<file path="config.mk">
export PLATFORM = sky130hd
export DESIGN_NAME = fifo_async_write_ptr_ctrl
export DESIGN_NICKNAME = d
export VERILOG_FILES = /design/src/rtl/fifo_async_write_ptr_ctrl.sv
export SDC_FILE = /design/constraint.sdc
export NUM_CORES = 1
export LEC_CHECK = 0
export ABC_AREA = 1
export CAP_MARGIN = 20
export CORE_UTILIZATION = 36
export CTS_BUF_LIST = sky130_fd_sc_hd__clkbuf_8 sky130_fd_sc_hd__clkbuf_16
export DETAILED_ROUTE_END_ITERATION = 16
export PLACE_DENSITY_LB_ADDON = 0.2
export SLEW_MARGIN = 40
export SYNTH_ARGS = -nofsm -noshare
export SYNTH_HDL_FRONTEND = slang
export SYNTH_SLANG_ARGS = --single-unit
</file>
<file path="constraint.sdc">
create_clock -name write_clk -period 1.7 [get_ports write_clk]
set_input_delay 0.255 -clock write_clk [delete_from_list [all_inputs] [get_ports write_clk]]
set_output_delay 0.255 -clock write_clk [all_outputs]
set_load 0.05 [all_outputs]
</file>
<file path="src/rtl/fifo_async_write_ptr_ctrl.sv">
// Write-domain pointer/flag controller for an asynchronous circular FIFO.
// Tracks binary and Gray write pointers, gates memory writes, and derives
// full, almost-full, fill level and a sticky overflow flag from the Gray read
// pointer that the external synchronizer has already brought into write_clk.
module fifo_async_write_ptr_ctrl #(
    parameter int unsigned PTR_WIDTH          = 3,
    parameter int unsigned ALMOST_FULL_THRESH = 3
) (
    input  logic                 write_clk,
    input  logic                 nrst_in,
    input  logic                 write_in,
    input  logic                 ovf_clr_in,
    input  logic [PTR_WIDTH-1:0] rptr_g_sync_in,
    output logic                 wen_out,
    output logic [PTR_WIDTH-2:0] waddr_out,
    output logic [PTR_WIDTH-1:0] wptr_b_out,
    output logic [PTR_WIDTH-1:0] wptr_g_out,
    output logic                 full_out,
    output logic                 almost_full_out,
    output logic [PTR_WIDTH-1:0] level_out,
    output logic                 overflow_out
);

    // Inverting the top two Gray bits of the read pointer yields the Gray code
    // of (read pointer + DEPTH), i.e. the write pointer value meaning "full".
    localparam logic [PTR_WIDTH-1:0] FullMask    = PTR_WIDTH'(3) << (PTR_WIDTH - 2);
    localparam logic [PTR_WIDTH-1:0] AfThreshVal = PTR_WIDTH'(ALMOST_FULL_THRESH);

    logic [PTR_WIDTH-1:0] wptr_b_q, wptr_b_d;
    logic [PTR_WIDTH-1:0] wptr_g_q, wptr_g_d;
    logic [PTR_WIDTH-1:0] level_q, level_d;
    logic                 full_q, full_d;
    logic                 almost_full_q, almost_full_d;
    logic                 overflow_q, overflow_d;
    logic [PTR_WIDTH-1:0] rptr_b_sync;
    logic                 wen;

    // Gray-to-binary conversion of the synchronized read pointer.
    always_comb begin
        rptr_b_sync = '0;
        rptr_b_sync[PTR_WIDTH-1] = rptr_g_sync_in[PTR_WIDTH-1];
        for (int i = PTR_WIDTH - 2; i >= 0; i--) begin
            rptr_b_sync[i] = rptr_b_sync[i+1] ^ rptr_g_sync_in[i];
        end
    end

    // Write gating and next-state for pointers, level and flags.
    always_comb begin
        wen           = write_in & ~full_q & nrst_in;
        wptr_b_d      = wptr_b_q + PTR_WIDTH'(wen);
        wptr_g_d      = (wptr_b_d >> 1) ^ wptr_b_d;
        level_d       = wptr_b_d - rptr_b_sync;
        full_d        = (wptr_g_d == (rptr_g_sync_in ^ FullMask));
        almost_full_d = (level_d >= AfThreshVal);
        overflow_d    = overflow_q;
        // Set takes priority over clear when both happen together.
        if (write_in && full_q) begin
            overflow_d = 1'b1;
        end else if (ovf_clr_in) begin
            overflow_d = 1'b0;
        end
    end

    // State registers with synchronous active-low reset.
    always_ff @(posedge write_clk) begin
        if (!nrst_in) begin
            wptr_b_q      <= '0;
            wptr_g_q      <= '0;
            level_q       <= '0;
            full_q        <= 1'b0;
            almost_full_q <= 1'b0;
            overflow_q    <= 1'b0;
        end else begin
            wptr_b_q      <= wptr_b_d;
            wptr_g_q      <= wptr_g_d;
            level_q       <= level_d;
            full_q        <= full_d;
            almost_full_q <= almost_full_d;
            overflow_q    <= overflow_d;
        end
    end

    // Output mapping.
    always_comb begin
        wen_out         = wen;
        waddr_out       = wptr_b_q[PTR_WIDTH-2:0];
        wptr_b_out      = wptr_b_q;
        wptr_g_out      = wptr_g_q;
        full_out        = full_q;
        almost_full_out = almost_full_q;
        level_out       = level_q;
        overflow_out    = overflow_q;
    end

endmodule

</file>
==> flow_summary.yaml <==
outcome:
  status: "completed"
setup_path:
  r2r-end: "almost_full_out$_SDFF_PN0_"
  r2r_slack_ps: 50
  critPathKind: "input pin to flop"
  arrival_ps: 1790
  r2r_start: "full_out$_SDFF_PN0_"
  crit_path_max_fanout: 2
  reg2regPathDepth: 8
  critical_path_required_ps: 1830
  cp-end-kind: "flop"
  start_kind: "input pin"
timing:
  fmax_mhz: 602
  report.final.hold_viol_count: 0
  drv_slew: 0
  final.period_utilization: 0.978
  finalSetupViolCount: 0
  setup_tns_ps: 0
  fin_ws_ps: 38.1
  max_slew_margin: 0.675
  whs_ps: 459
  post-route-min-period_ps: 1660
  worst_clock_skew_ps: 0.987
  worst_pin_slew_ps: 486
place:
  portBuffers: 21
  place_hpwl_um: 981
  place_area_um2: 836
  place.gp.congestion: 0.864
  preCtsSetupSlack_ps: -566
cells_and_area:
  final_common_cell: "buf_4"
  nNetsFinal: 120
  synthToLayoutAreaGrowth_pct: 65.6
  diodes: 0
  nFillCells: 134
  design_area_um2: 910
  drive_above_1_share: 0.361
  final_cell_mix: "22 x buf_4, 21 x nand2_1, 15 x inv_1"
clock_tree:
  path_clk_slew_ps: 50
  clock_sinks: 11
  cts-root-buf: "clkbuf_8"
  htreeDepth: 1
  insertion_delay_ps: 230
  numCtsBuffers: 3
  cts_hold_buffers: 0
  cts_tree: "yes"
  clockBufferDepth: 2
logic_synthesis:
  ys_ff_latch: 11
  syn_area_per_cell_um2: 7.13
  syn_inst: 77
  yosysWarningCount: 0
  ys_seq_area_frac: 0.401
  yosys.cell_types.count: 11
  netlist_area_um2: 549
  syn_nets: 88
die:
  design.die.area_mm2: 0.00169
  chipHeight_um: 41.1
  core-area_mm2: 0.00137
  rows: 13
  die-width_um: 41.1
  ios: 22
  initial_utilization: 0.402
power_and_ir_drop:
  ir_worst_vdd_mv: 0.437
  leakage_uw: 0.000482
  p_per_area_mw_per_mm2: 951
detailed_routing:
  dr.pass1.iters: 4
  dr.first_iter.drc_count: 10
  post_drt_wl_per_cell_um: 10.3
  ant_nets: 0
  wl_mm: 1.27
  vias_per_cell: 4.43
  vias: 545
  drc: 0
global_route:
  grt_pass1_vias: 506
  grt_max_degree: 7
  overflow: 0
  grt_pass1_wl_mm: 2.04
  antenna_found_initial: 0
  grt_usage: 0.190
worst_hold_path:
  hold_class: "input pin to flop"
  whs_path_depth: 3
  hp-start: "write_in"
  min_to: "overflow_out$_SDFFE_PN0P_"
run:
  maxCapViolCount: 0
-- registers in the layout (all words and copies together) (netlist names) --
register / flops
overflow_out: 1
wptr_b_out: 3
level_out: 3
full_out: 1
almost_full_out: 1
wptr_g_out: 2
-- synthesized netlist by cell type (all sizes together) --
library cell,instances,share of area
buf,3,0.041
nor2,6,0.041
a21oi,2,0.018
nand2,23,0.16
ha,3,0.068
dfxtp,11,0.40
inv,16,0.11
fa,1,0.036
nand3,10,0.091
xor2,2,0.032
-- worst max path at each step --
stage,start,endpoint,slack (ps),cells past startpoint
after detailed placement,rptr_g_sync_in[1],almost_full_out$_SDFF_PN0_,-570,10
after global placement,rptr_g_sync_in[1],almost_full_out$_SDFF_PN0_,-510,10
after floorplan,full_out$_SDFF_PN0_,almost_full_out$_SDFF_PN0_,-160,9
after CTS,nrst_in,almost_full_out$_SDFF_PN0_,20,10
after global routing,rptr_g_sync_in[1],almost_full_out$_SDFF_PN0_,-10,9
final,nrst_in,almost_full_out$_SDFF_PN0_,40,10
-- cells by family (layout without fill, tap and decap cells) --
kind of cell	Yosys count	count (layout)	synth area share
AO/OA/AOI/OAI	2	2	0.0182
adder cells (fa/ha/maj)	4	4	0.105
buffers and inverters	19	50	0.150
XOR/XNOR	2	2	0.0319
flip-flops	11	11	0.401
AND/OR/NAND/NOR	39	39	0.294
-- what timing repair did --
action	in CTS	in global routing
endpoints found under the setup margin	4	2
pin swaps	4	4
resized for setup	11	1
hold endpoints to repair	0	0
setup buffers	1	1
-- metal layers --
layer  GRT usage  up-vias  wire [µm]
met3      0.0326        2         62
met1       0.217      237        520
li1            -      292          -
met5           0        -          0
met2       0.344       14        674
met4      0.0750        0         13
-- layout make-up --
cell class / instances / area (µm²) / share of cell area
clock buffers: 3 / 41.3 / 0.0454
clock inverters: 1 / 3.75 / 0.00413
inverters: 16 / 60.1 / 0.0660
multi-input cells: 47 / 309 / 0.340
flip-flops and latches: 11 / 225 / 0.248
well taps: 15 / 18.8 / 0.0206
repair buffers: 30 / 251 / 0.276
-- power breakdown --
group          leakage, µW  internal [µW]  switching, µW
sequential       0.0000915            286           10.7
clock            0.0000269            158           93.2
combinational     0.000364            117            200
-- per-stage QoR --
step | total power (µW) | util | cells
finish | 865 | 0.666 | 123
CTS | 871 | 0.659 | 122
global route | 921 | 0.666 | 123
detailed placement | 610 | 0.612 | 117
floorplan | 511 | - | 77
global placement | 606 | 0.612 | 117
-- critical path, stage by stage --
cell and delay, ps:
dlygate4sd2_1 260, nand2_2 90, nor2_4 50, ha_4 160
ha_4 260, inv_1 60, fa_2 530, inv_1 40
nand2_1 60, nand2_1 40
Power figures use the tool's default switching activity.
